==> src/rtl/mau_pkg.sv <==
// Shared types and helpers for the MEM-stage access sequencer.
package mau_pkg;

    localparam logic [2:0] DM_WORD   = 3'b000;
    localparam logic [2:0] DM_HALF   = 3'b001;
    localparam logic [2:0] DM_HALF_U = 3'b010;
    localparam logic [2:0] DM_BYTE   = 3'b011;
    localparam logic [2:0] DM_BYTE_U = 3'b100;

    typedef enum logic [1:0] {
        IDLE   = 2'd0,
        LD_HI  = 2'd1,
        ST_SEQ = 2'd2
    } mau_state_e;

    // Access size in bytes; unused encodings behave as a word.
    function automatic logic [2:0] dm_size(input logic [2:0] t);
        logic [2:0] s;
        case (t)
            DM_HALF, DM_HALF_U: s = 3'd2;
            DM_BYTE, DM_BYTE_U: s = 3'd1;
            default:            s = 3'd4;
        endcase
        return s;
    endfunction

    // DMType presented to memory: stores drop signedness, unused codes become word.
    function automatic logic [2:0] dm_map(input logic [2:0] t, input logic we);
        logic [2:0] m;
        case (t)
            DM_HALF, DM_BYTE:   m = t;
            DM_HALF_U:          m = we ? DM_HALF : DM_HALF_U;
            DM_BYTE_U:          m = we ? DM_BYTE : DM_BYTE_U;
            default:            m = DM_WORD;
        endcase
        return m;
    endfunction

endpackage

==> src/rtl/mem_access_unit_if.sv <==
// Request/response and data-memory signals of the access sequencer.
interface mem_access_unit_if #(
    parameter int unsigned ADDR_W = 32
);
    logic              req_valid;
    logic              req_we;
    logic [2:0]        req_type;
    logic [ADDR_W-1:0] req_addr;
    logic [31:0]       req_wdata;
    logic              stall;
    logic              done;
    logic [31:0]       rdata;
    logic [ADDR_W-1:0] dm_addr;
    logic              dm_wr;
    logic [2:0]        dm_type;
    logic [31:0]       dm_din;
    logic [31:0]       dm_dout;

    // Pipeline plus data memory side.
    modport master (
        output req_valid, req_we, req_type, req_addr, req_wdata, dm_dout,
        input  stall, done, rdata, dm_addr, dm_wr, dm_type, dm_din
    );

    // Sequencer side.
    modport slave (
        input  req_valid, req_we, req_type, req_addr, req_wdata, dm_dout,
        output stall, done, rdata, dm_addr, dm_wr, dm_type, dm_din
    );
endinterface

==> src/rtl/mau_load_align.sv <==
// Extracts a load value from a byte window at a byte offset and extends it.
module mau_load_align
    import mau_pkg::*;
(
    input  logic [63:0] window_i,
    input  logic [1:0]  off_i,
    input  logic [2:0]  type_i,
    output logic [31:0] data_o
);

    logic [31:0] sel;

    assign sel = 32'(window_i >> {off_i, 3'b000});

    always_comb begin
        data_o = sel;
        case (type_i)
            DM_HALF:   data_o = {{16{sel[15]}}, sel[15:0]};
            DM_HALF_U: data_o = {16'h0000, sel[15:0]};
            DM_BYTE:   data_o = {{24{sel[7]}}, sel[7:0]};
            DM_BYTE_U: data_o = {24'h000000, sel[7:0]};
            default:   data_o = sel;
        endcase
    end

endmodule

==> src/rtl/mem_access_unit.sv <==
// MEM-stage sequencer: passes aligned accesses through, splits misaligned
// loads into two word reads and misaligned stores into byte writes.
module mem_access_unit
    import mau_pkg::*;
#(
    parameter int unsigned ADDR_W = 32
)(
    input  logic             clk,
    input  logic             rstn,
    mem_access_unit_if.slave bus
);

    mau_state_e  state_q, state_d;
    logic [1:0]  cnt_q, cnt_d;
    logic [31:0] lo_buf_q, lo_buf_d;

    logic [1:0]        off;
    logic [2:0]        size;
    logic              misaligned;
    logic [ADDR_W-1:0] aligned_addr;
    logic [7:0]        st_byte;
    logic [63:0]       win;
    logic [1:0]        win_off;
    logic [31:0]       ld_res;

    logic              stall;
    logic              done;
    logic [31:0]       rdata;
    logic [ADDR_W-1:0] dm_addr;
    logic              dm_wr;
    logic [2:0]        dm_type;
    logic [31:0]       dm_din;

    assign off          = bus.req_addr[1:0];
    assign size         = dm_size(bus.req_type);
    assign misaligned   = ((size == 3'd4) && (off != 2'd0)) || ((size == 3'd2) && off[0]);
    assign aligned_addr = {bus.req_addr[ADDR_W-1:2], 2'b00};
    assign st_byte      = bus.req_wdata[{cnt_q, 3'b000} +: 8];

    // Second half of a split load joins the buffered low word; otherwise the memory word as-is.
    assign win     = (state_q == LD_HI) ? {bus.dm_dout, lo_buf_q} : {32'h0000_0000, bus.dm_dout};
    assign win_off = (state_q == LD_HI) ? off : 2'd0;

    mau_load_align u_align (
        .window_i (win),
        .off_i    (win_off),
        .type_i   (bus.req_type),
        .data_o   (ld_res)
    );

    always_ff @(posedge clk) begin
        if (!rstn) begin
            state_q  <= IDLE;
            cnt_q    <= 2'd0;
            lo_buf_q <= 32'h0000_0000;
        end else begin
            state_q  <= state_d;
            cnt_q    <= cnt_d;
            lo_buf_q <= lo_buf_d;
        end
    end

    always_comb begin
        state_d  = state_q;
        cnt_d    = cnt_q;
        lo_buf_d = lo_buf_q;
        dm_addr  = bus.req_addr;
        dm_type  = dm_map(bus.req_type, bus.req_we);
        dm_din   = bus.req_wdata;
        dm_wr    = 1'b0;
        stall    = 1'b0;
        done     = 1'b0;
        rdata    = 32'h0000_0000;

        case (state_q)
            IDLE: begin
                if (bus.req_valid && misaligned && !bus.req_we) begin
                    dm_addr  = aligned_addr;
                    dm_type  = DM_WORD;
                    stall    = 1'b1;
                    lo_buf_d = bus.dm_dout;
                    state_d  = LD_HI;
                end else if (bus.req_valid && misaligned) begin
                    dm_type = DM_BYTE;
                    dm_din  = {24'h000000, bus.req_wdata[7:0]};
                    dm_wr   = 1'b1;
                    stall   = 1'b1;
                    cnt_d   = 2'd1;
                    state_d = ST_SEQ;
                end else begin
                    dm_wr = bus.req_valid & bus.req_we;
                    done  = bus.req_valid;
                    if (bus.req_valid && !bus.req_we) begin
                        rdata = ld_res;
                    end
                end
            end

            LD_HI: begin
                dm_addr = aligned_addr + ADDR_W'(4);
                dm_type = DM_WORD;
                state_d = IDLE;
                if (bus.req_valid) begin
                    done = 1'b1;
                    if (!bus.req_we) begin
                        rdata = ld_res;
                    end
                end
            end

            ST_SEQ: begin
                dm_type = DM_BYTE;
                dm_addr = bus.req_addr + ADDR_W'(cnt_q);
                dm_din  = {24'h000000, st_byte};
                if (!bus.req_valid) begin
                    state_d = IDLE;
                    cnt_d   = 2'd0;
                end else begin
                    dm_wr = 1'b1;
                    if (cnt_q == 2'(size - 3'd1)) begin
                        done    = 1'b1;
                        state_d = IDLE;
                        cnt_d   = 2'd0;
                    end else begin
                        stall = 1'b1;
                        cnt_d = cnt_q + 2'd1;
                    end
                end
            end

            default: begin
                state_d = IDLE;
                cnt_d   = 2'd0;
            end
        endcase

        // Held reset silences every control output.
        if (!rstn) begin
            dm_wr = 1'b0;
            stall = 1'b0;
            done  = 1'b0;
            rdata = 32'h0000_0000;
        end
    end

    assign bus.stall   = stall;
    assign bus.done    = done;
    assign bus.rdata   = rdata;
    assign bus.dm_addr = dm_addr;
    assign bus.dm_wr   = dm_wr;
    assign bus.dm_type = dm_type;
    assign bus.dm_din  = dm_din;

endmodule

==> src/flat_wrapper.sv <==
// flat-port wrapper written by rule: the top's interface ports become plain ports
module mem_access_unit_flat import mau_pkg::*;
#(
    parameter int unsigned ADDR_W = 32
)
  (clk, rstn, bus_req_valid, bus_req_we, bus_req_type, bus_req_addr, bus_req_wdata, bus_dm_dout, bus_stall, bus_done, bus_rdata, bus_dm_addr, bus_dm_wr, bus_dm_type, bus_dm_din);
  mem_access_unit_if #(.ADDR_W(ADDR_W)) bus_i ();
  input  logic clk;
  input  logic rstn;
  input wire logic [$bits(bus_i.req_valid)-1:0] bus_req_valid;
  input wire logic [$bits(bus_i.req_we)-1:0] bus_req_we;
  input wire logic [$bits(bus_i.req_type)-1:0] bus_req_type;
  input wire logic [$bits(bus_i.req_addr)-1:0] bus_req_addr;
  input wire logic [$bits(bus_i.req_wdata)-1:0] bus_req_wdata;
  input wire logic [$bits(bus_i.dm_dout)-1:0] bus_dm_dout;
  output wire logic [$bits(bus_i.stall)-1:0] bus_stall;
  output wire logic [$bits(bus_i.done)-1:0] bus_done;
  output wire logic [$bits(bus_i.rdata)-1:0] bus_rdata;
  output wire logic [$bits(bus_i.dm_addr)-1:0] bus_dm_addr;
  output wire logic [$bits(bus_i.dm_wr)-1:0] bus_dm_wr;
  output wire logic [$bits(bus_i.dm_type)-1:0] bus_dm_type;
  output wire logic [$bits(bus_i.dm_din)-1:0] bus_dm_din;
  assign bus_i.req_valid = bus_req_valid;
  assign bus_i.req_we = bus_req_we;
  assign bus_i.req_type = bus_req_type;
  assign bus_i.req_addr = bus_req_addr;
  assign bus_i.req_wdata = bus_req_wdata;
  assign bus_i.dm_dout = bus_dm_dout;
  assign bus_stall = bus_i.stall;
  assign bus_done = bus_i.done;
  assign bus_rdata = bus_i.rdata;
  assign bus_dm_addr = bus_i.dm_addr;
  assign bus_dm_wr = bus_i.dm_wr;
  assign bus_dm_type = bus_i.dm_type;
  assign bus_dm_din = bus_i.dm_din;
  mem_access_unit #(.ADDR_W(ADDR_W)) u_core (.clk(clk), .rstn(rstn), .bus(bus_i));
endmodule
==> config.mk <==
export PLATFORM = sky130hd
export DESIGN_NAME = mem_access_unit_flat
export DESIGN_NICKNAME = d
export VERILOG_FILES = /design/src/rtl/mau_pkg.sv /design/src/rtl/mem_access_unit_if.sv /design/src/rtl/mau_load_align.sv /design/src/rtl/mem_access_unit.sv /design/src/flat_wrapper.sv
export SDC_FILE = /design/constraint.sdc
export NUM_CORES = 1
export LEC_CHECK = 0
export CAP_MARGIN = 30
export CORE_ASPECT_RATIO = 2
export CORE_UTILIZATION = 49
export DETAILED_ROUTE_END_ITERATION = 10
export GPL_TIMING_DRIVEN = 0
export PLACE_DENSITY_LB_ADDON = 0.2
export SLEW_MARGIN = 20
export SYNTH_ARGS = -nofsm -noshare
export SYNTH_HDL_FRONTEND = slang
export SYNTH_HIERARCHICAL = 1
export SYNTH_SLANG_ARGS = --single-unit
==> constraint.sdc <==
create_clock -name clk -period 7.7 [get_ports clk]
set_clock_uncertainty 0.2 [all_clocks]
set_input_delay 1.54 -clock clk [delete_from_list [all_inputs] [get_ports clk]]
set_output_delay 1.54 -clock clk [all_outputs]
set_load 0.05 [all_outputs]
==> impl_metrics.prom <==
# TYPE chip_impl_metric gauge
chip_impl_metric{name="number_of_antenna_violations_at_the_first_check_in_global_routing",unit=""} 0
chip_impl_info{name="hold-path-endpoint",value="u_core/lo_buf_q[15]"} 1
chip_impl_metric{name="placed_cells_incl_taps",unit=""} 1008
chip_impl_metric{name="timing.critical_path.buf_inv",unit=""} 4
chip_impl_metric{name="synth_cells",unit=""} 669
chip_impl_info{name="cts_tree",value="yes"} 1
chip_impl_info{name="setup_repair_after_global_routing_missed_its_margin",value="false"} 1
chip_impl_metric{name="area_delta_synth_final",unit="%"} 45.5
chip_impl_metric{name="vdd_ir_drop_max",unit="uV"} 163
chip_impl_metric{name="clk_transition_reported_paths",unit="ns"} 0.06
chip_impl_metric{name="hold_buffers",unit=""} 0
chip_impl_metric{name="vias",unit=""} 6005
chip_impl_info{name="worst_r2r_startpoint",value="u_core/state_q[0]"} 1
chip_impl_metric{name="maximum_number_of_pins_on_one_net_before_global_route_repair",unit=""} 13
chip_impl_metric{name="finalCoreUtilization",unit="%"} 74.0
chip_impl_metric{name="seqCellArea",unit="sq um"} 721
chip_impl_info{name="hp-start",value="u_core/lo_buf_q[15]"} 1
chip_impl_metric{name="route.final.wire_length",unit="um"} 19200
chip_impl_metric{name="power.leakage",unit="nW"} 2.77
chip_impl_metric{name="globalRouteTotalUtil",unit="%"} 34.9
chip_impl_metric{name="die-height",unit="um"} 148
chip_impl_metric{name="die_width",unit="um"} 74.8
chip_impl_metric{name="slew_headroom",unit="%"} 33.8
chip_impl_metric{name="crit_arrival",unit="ns"} 5.43
chip_impl_metric{name="finalCritPeriodShare",unit="%"} 93.1
chip_impl_metric{name="dpl.hpwl",unit="um"} 15700
chip_impl_metric{name="finalMaxSlewViolations",unit=""} 0
chip_impl_metric{name="required",unit="ns"} 5.96
chip_impl_metric{name="drt_iter0_markers",unit=""} 332
chip_impl_metric{name="rows",unit=""} 52
chip_impl_info{name="top_usage_layer",value="met2"} 1
chip_impl_metric{name="detail_route.drc_violations",unit=""} 0
chip_impl_info{name="cp_common_cell",value="clkdlybuf4s50_1"} 1
chip_impl_metric{name="finalSetupViolCount",unit=""} 0
chip_impl_metric{name="setup_ws",unit="ns"} 0.529
chip_impl_metric{name="die_area",unit="sq mm"} 0.0110
chip_impl_metric{name="first_pass_iters",unit=""} 5
chip_impl_metric{name="minimum_clock_period",unit="ns"} 7.17
chip_impl_metric{name="mappedNetlistArea",unit="sq mm"} 0.00519
chip_impl_metric{name="grt_pass1_wl",unit="um"} 29200
chip_impl_metric{name="drtAntennaViolNets",unit=""} 0
chip_impl_info{name="cts.root.buffer_cell",value="clkbuf_16"} 1
chip_impl_metric{name="place.gp.congestion",unit=""} 1.05
chip_impl_metric{name="fmax",unit="MHz"} 139
chip_impl_metric{name="clkLatencyLatePin",unit="ns"} 0.29
chip_impl_metric{name="reg2reg_depth",unit=""} 7
chip_impl_metric{name="grtUsageMet3",unit="%"} 5.86
chip_impl_info{name="cpLargestDelayFamily",value="buffers and inverters"} 1
chip_impl_info{name="outcome",value="finished, final reports clean"} 1
chip_impl_metric{name="clkSinkCount",unit=""} 36
chip_impl_metric{name="post_layout_nonfiller_instances",unit=""} 1017
chip_impl_metric{name="synth_fp_nets",unit=""} 778
chip_impl_metric{name="pre_cts_ws",unit="ns"} -0.0469
chip_impl_metric{name="detail_route.vias_per_cell",unit=""} 5.90
chip_impl_metric{name="core_region_area",unit="sq mm"} 0.0102
chip_impl_metric{name="grt.met1_usage",unit="%"} 32.1
chip_impl_metric{name="syn_avg_cell_area",unit="sq um"} 7.76
chip_impl_metric{name="max-cap-violations",unit=""} 0
chip_impl_metric{name="cts_resized",unit=""} 1
chip_impl_metric{name="cellPowerDensity",unit="mW/mm^2"} 113
chip_impl_info{name="timing.critical_path.cells",value="clkdlybuf4s50_1 -> nor3b_2 -> nor2_1 -> ha_1 -> o21ai_1 -> a21oi_1 -> nor4_1 -> clkbuf_2 -> clkbuf_1 -> and2_1 -> clkdlybuf4s50_1"} 1
chip_impl_metric{name="grt_overflow",unit=""} 0
chip_impl_metric{name="start_util",unit="%"} 50.8
chip_impl_metric{name="fillCellCount",unit=""} 828
chip_impl_metric{name="crit_path_max_incr_delay",unit="ns"} 0.81
chip_impl_metric{name="grt_pass1_vias",unit=""} 5993
chip_impl_metric{name="gr-usage-met2",unit="%"} 64.7
chip_impl_metric{name="multi_input_area",unit="sq mm"} 0.00413
chip_impl_metric{name="reg2reg_setup_slack",unit="ns"} 5.51
chip_impl_info{name="critPathKind",value="in -> out"} 1
chip_impl_info{name="cp_slowest_cell",value="clkdlybuf4s50_1"} 1
chip_impl_metric{name="clock_tree.htree_level_count",unit=""} 2
chip_impl_metric{name="final_hold_viol_count",unit=""} 0
chip_impl_metric{name="timing.hold.worst_path_depth",unit=""} 2
chip_impl_metric{name="post_drt_wl_per_cell",unit="um"} 18.9
chip_impl_info{name="r2r_end",value="u_core/lo_buf_q[21]"} 1
chip_impl_info{name="worstSetupStartpointType",value="input port"} 1
chip_impl_metric{name="num_cts_buffers",unit=""} 5
chip_impl_metric{name="port_buffers",unit=""} 204
chip_impl_metric{name="largest_fanout_on_the_critical_path",unit=""} 10
chip_impl_metric{name="floorplan.io_pins",unit=""} 205
chip_impl_info{name="setup.worst_path.end_class",value="output port"} 1
chip_impl_metric{name="synth-warning-count",unit=""} 6
chip_impl_metric{name="post-cts-setup-buffers",unit=""} 0
chip_impl_metric{name="antennaDiodeCount",unit=""} 0
chip_impl_metric{name="cts.path.max_buffers",unit=""} 2
chip_impl_metric{name="final_layout_size_suffix_gt1_share",unit="%"} 9.98
chip_impl_info{name="hold_removal_path_class",value="reg -> reg"} 1
chip_impl_metric{name="final_net_count",unit=""} 990
chip_impl_metric{name="worst_slew_pin_slew",unit="ns"} 0.968
-- cell usage in the layout (no fill, tap or decap), types with 3 or more instances in the layout --
| master | count |
|---|---|
| clkdlybuf4s50_1 | 204 |
| mux4_2 | 32 |
| ha_1 | 5 |
| nor2b_1 | 61 |
| nor3_1 | 10 |
| buf_2 | 9 |
| a22oi_2 | 9 |
| o211ai_1 | 19 |
| nor4_1 | 5 |
| a2bb2oi_1 | 9 |
| clkbuf_1 | 33 |
| nand2b_1 | 7 |
| a211oi_1 | 9 |
| xor2_1 | 19 |
| clkbuf_16 | 5 |
| nor2_1 | 10 |
| mux2i_1 | 32 |
| mux2_2 | 9 |
| buf_4 | 7 |
| nand4_1 | 8 |
| and4_1 | 3 |
| and3_1 | 6 |
| a22oi_1 | 15 |
| xnor2_1 | 14 |
| a21oi_1 | 15 |
| inv_1 | 19 |
| nand2_1 | 120 |
| dfxtp_1 | 36 |
| and2_1 | 61 |
| a31oi_1 | 3 |
| nand3_1 | 13 |
| o21ai_0 | 32 |
-- worst register-to-register path: stages, from the launching register on --
cell      delay (ns)
dfxtp_1         0.29
buf_2           0.17
nor2_1          0.28
o2111a_1        0.23
buf_2           0.21
buf_2           0.38
mux2i_1         0.26
nor2b_1         0.07
-- worst max path at each step --
stage / start / endpoint / slack (ns) / cells after the start
2_1_floorplan: bus_req_type[1] / bus_stall / 1.97 / 7
5_1_grt: bus_req_type[2] / bus_rdata[3] / 0.29 / 11
3_5_place_dp: bus_req_type[2] / bus_rdata[2] / -0.05 / 10
4_1_cts: bus_req_type[2] / bus_rdata[2] / 0.30 / 10
3_3_place_gp: bus_req_type[2] / bus_rdata[2] / -0.05 / 10
6_report: bus_req_type[2] / bus_rdata[6] / 0.53 / 11
-- where the power goes --
part	leakage, nW	switching, mW	total (mW)	internal [mW]
sequential	0.292	0.00503	0.200	0.195
clock	0.0736	0.0814	0.201	0.119
combinational	2.40	0.268	0.456	0.188
total	2.77	0.354	0.857	0.502
-- routing by layer --
layer	part of all wire (%)	vias to the layer above
met2	53	312
li1	-	2808
met5	0	-
met1	32	2785
met3	6.8	100
met4	8.0	0
-- cell type report --
cell class	instances	area share (%)
multi-input combinational	558	54.7
timing repair buffer	205	27.1
sequential	36	9.54
buffer	54	3.53
tap	135	2.24
clock buffer	5	1.66
inverter	21	1.04
clock inverter	3	0.248
-- stage by stage --
stage,hold WS (ns),TNS (ns),power (mW),instance area (sq um)
floorplan,0.282,0,0.479,5190
global placement,0.296,-0.302,0.644,7400
detailed placement,0.304,-0.289,0.654,7400
CTS,0.323,0,0.857,7550
global route,0.343,0,0.896,7560
finish,0.318,0,0.857,7560
-- flip-flops by register name, summed over array words and instances (netlist names) --
signal,flops
u_core/cnt_q,2
u_core/lo_buf_q,32
u_core/state_q,2
Note: power is estimated with default switching activity, not from simulation.
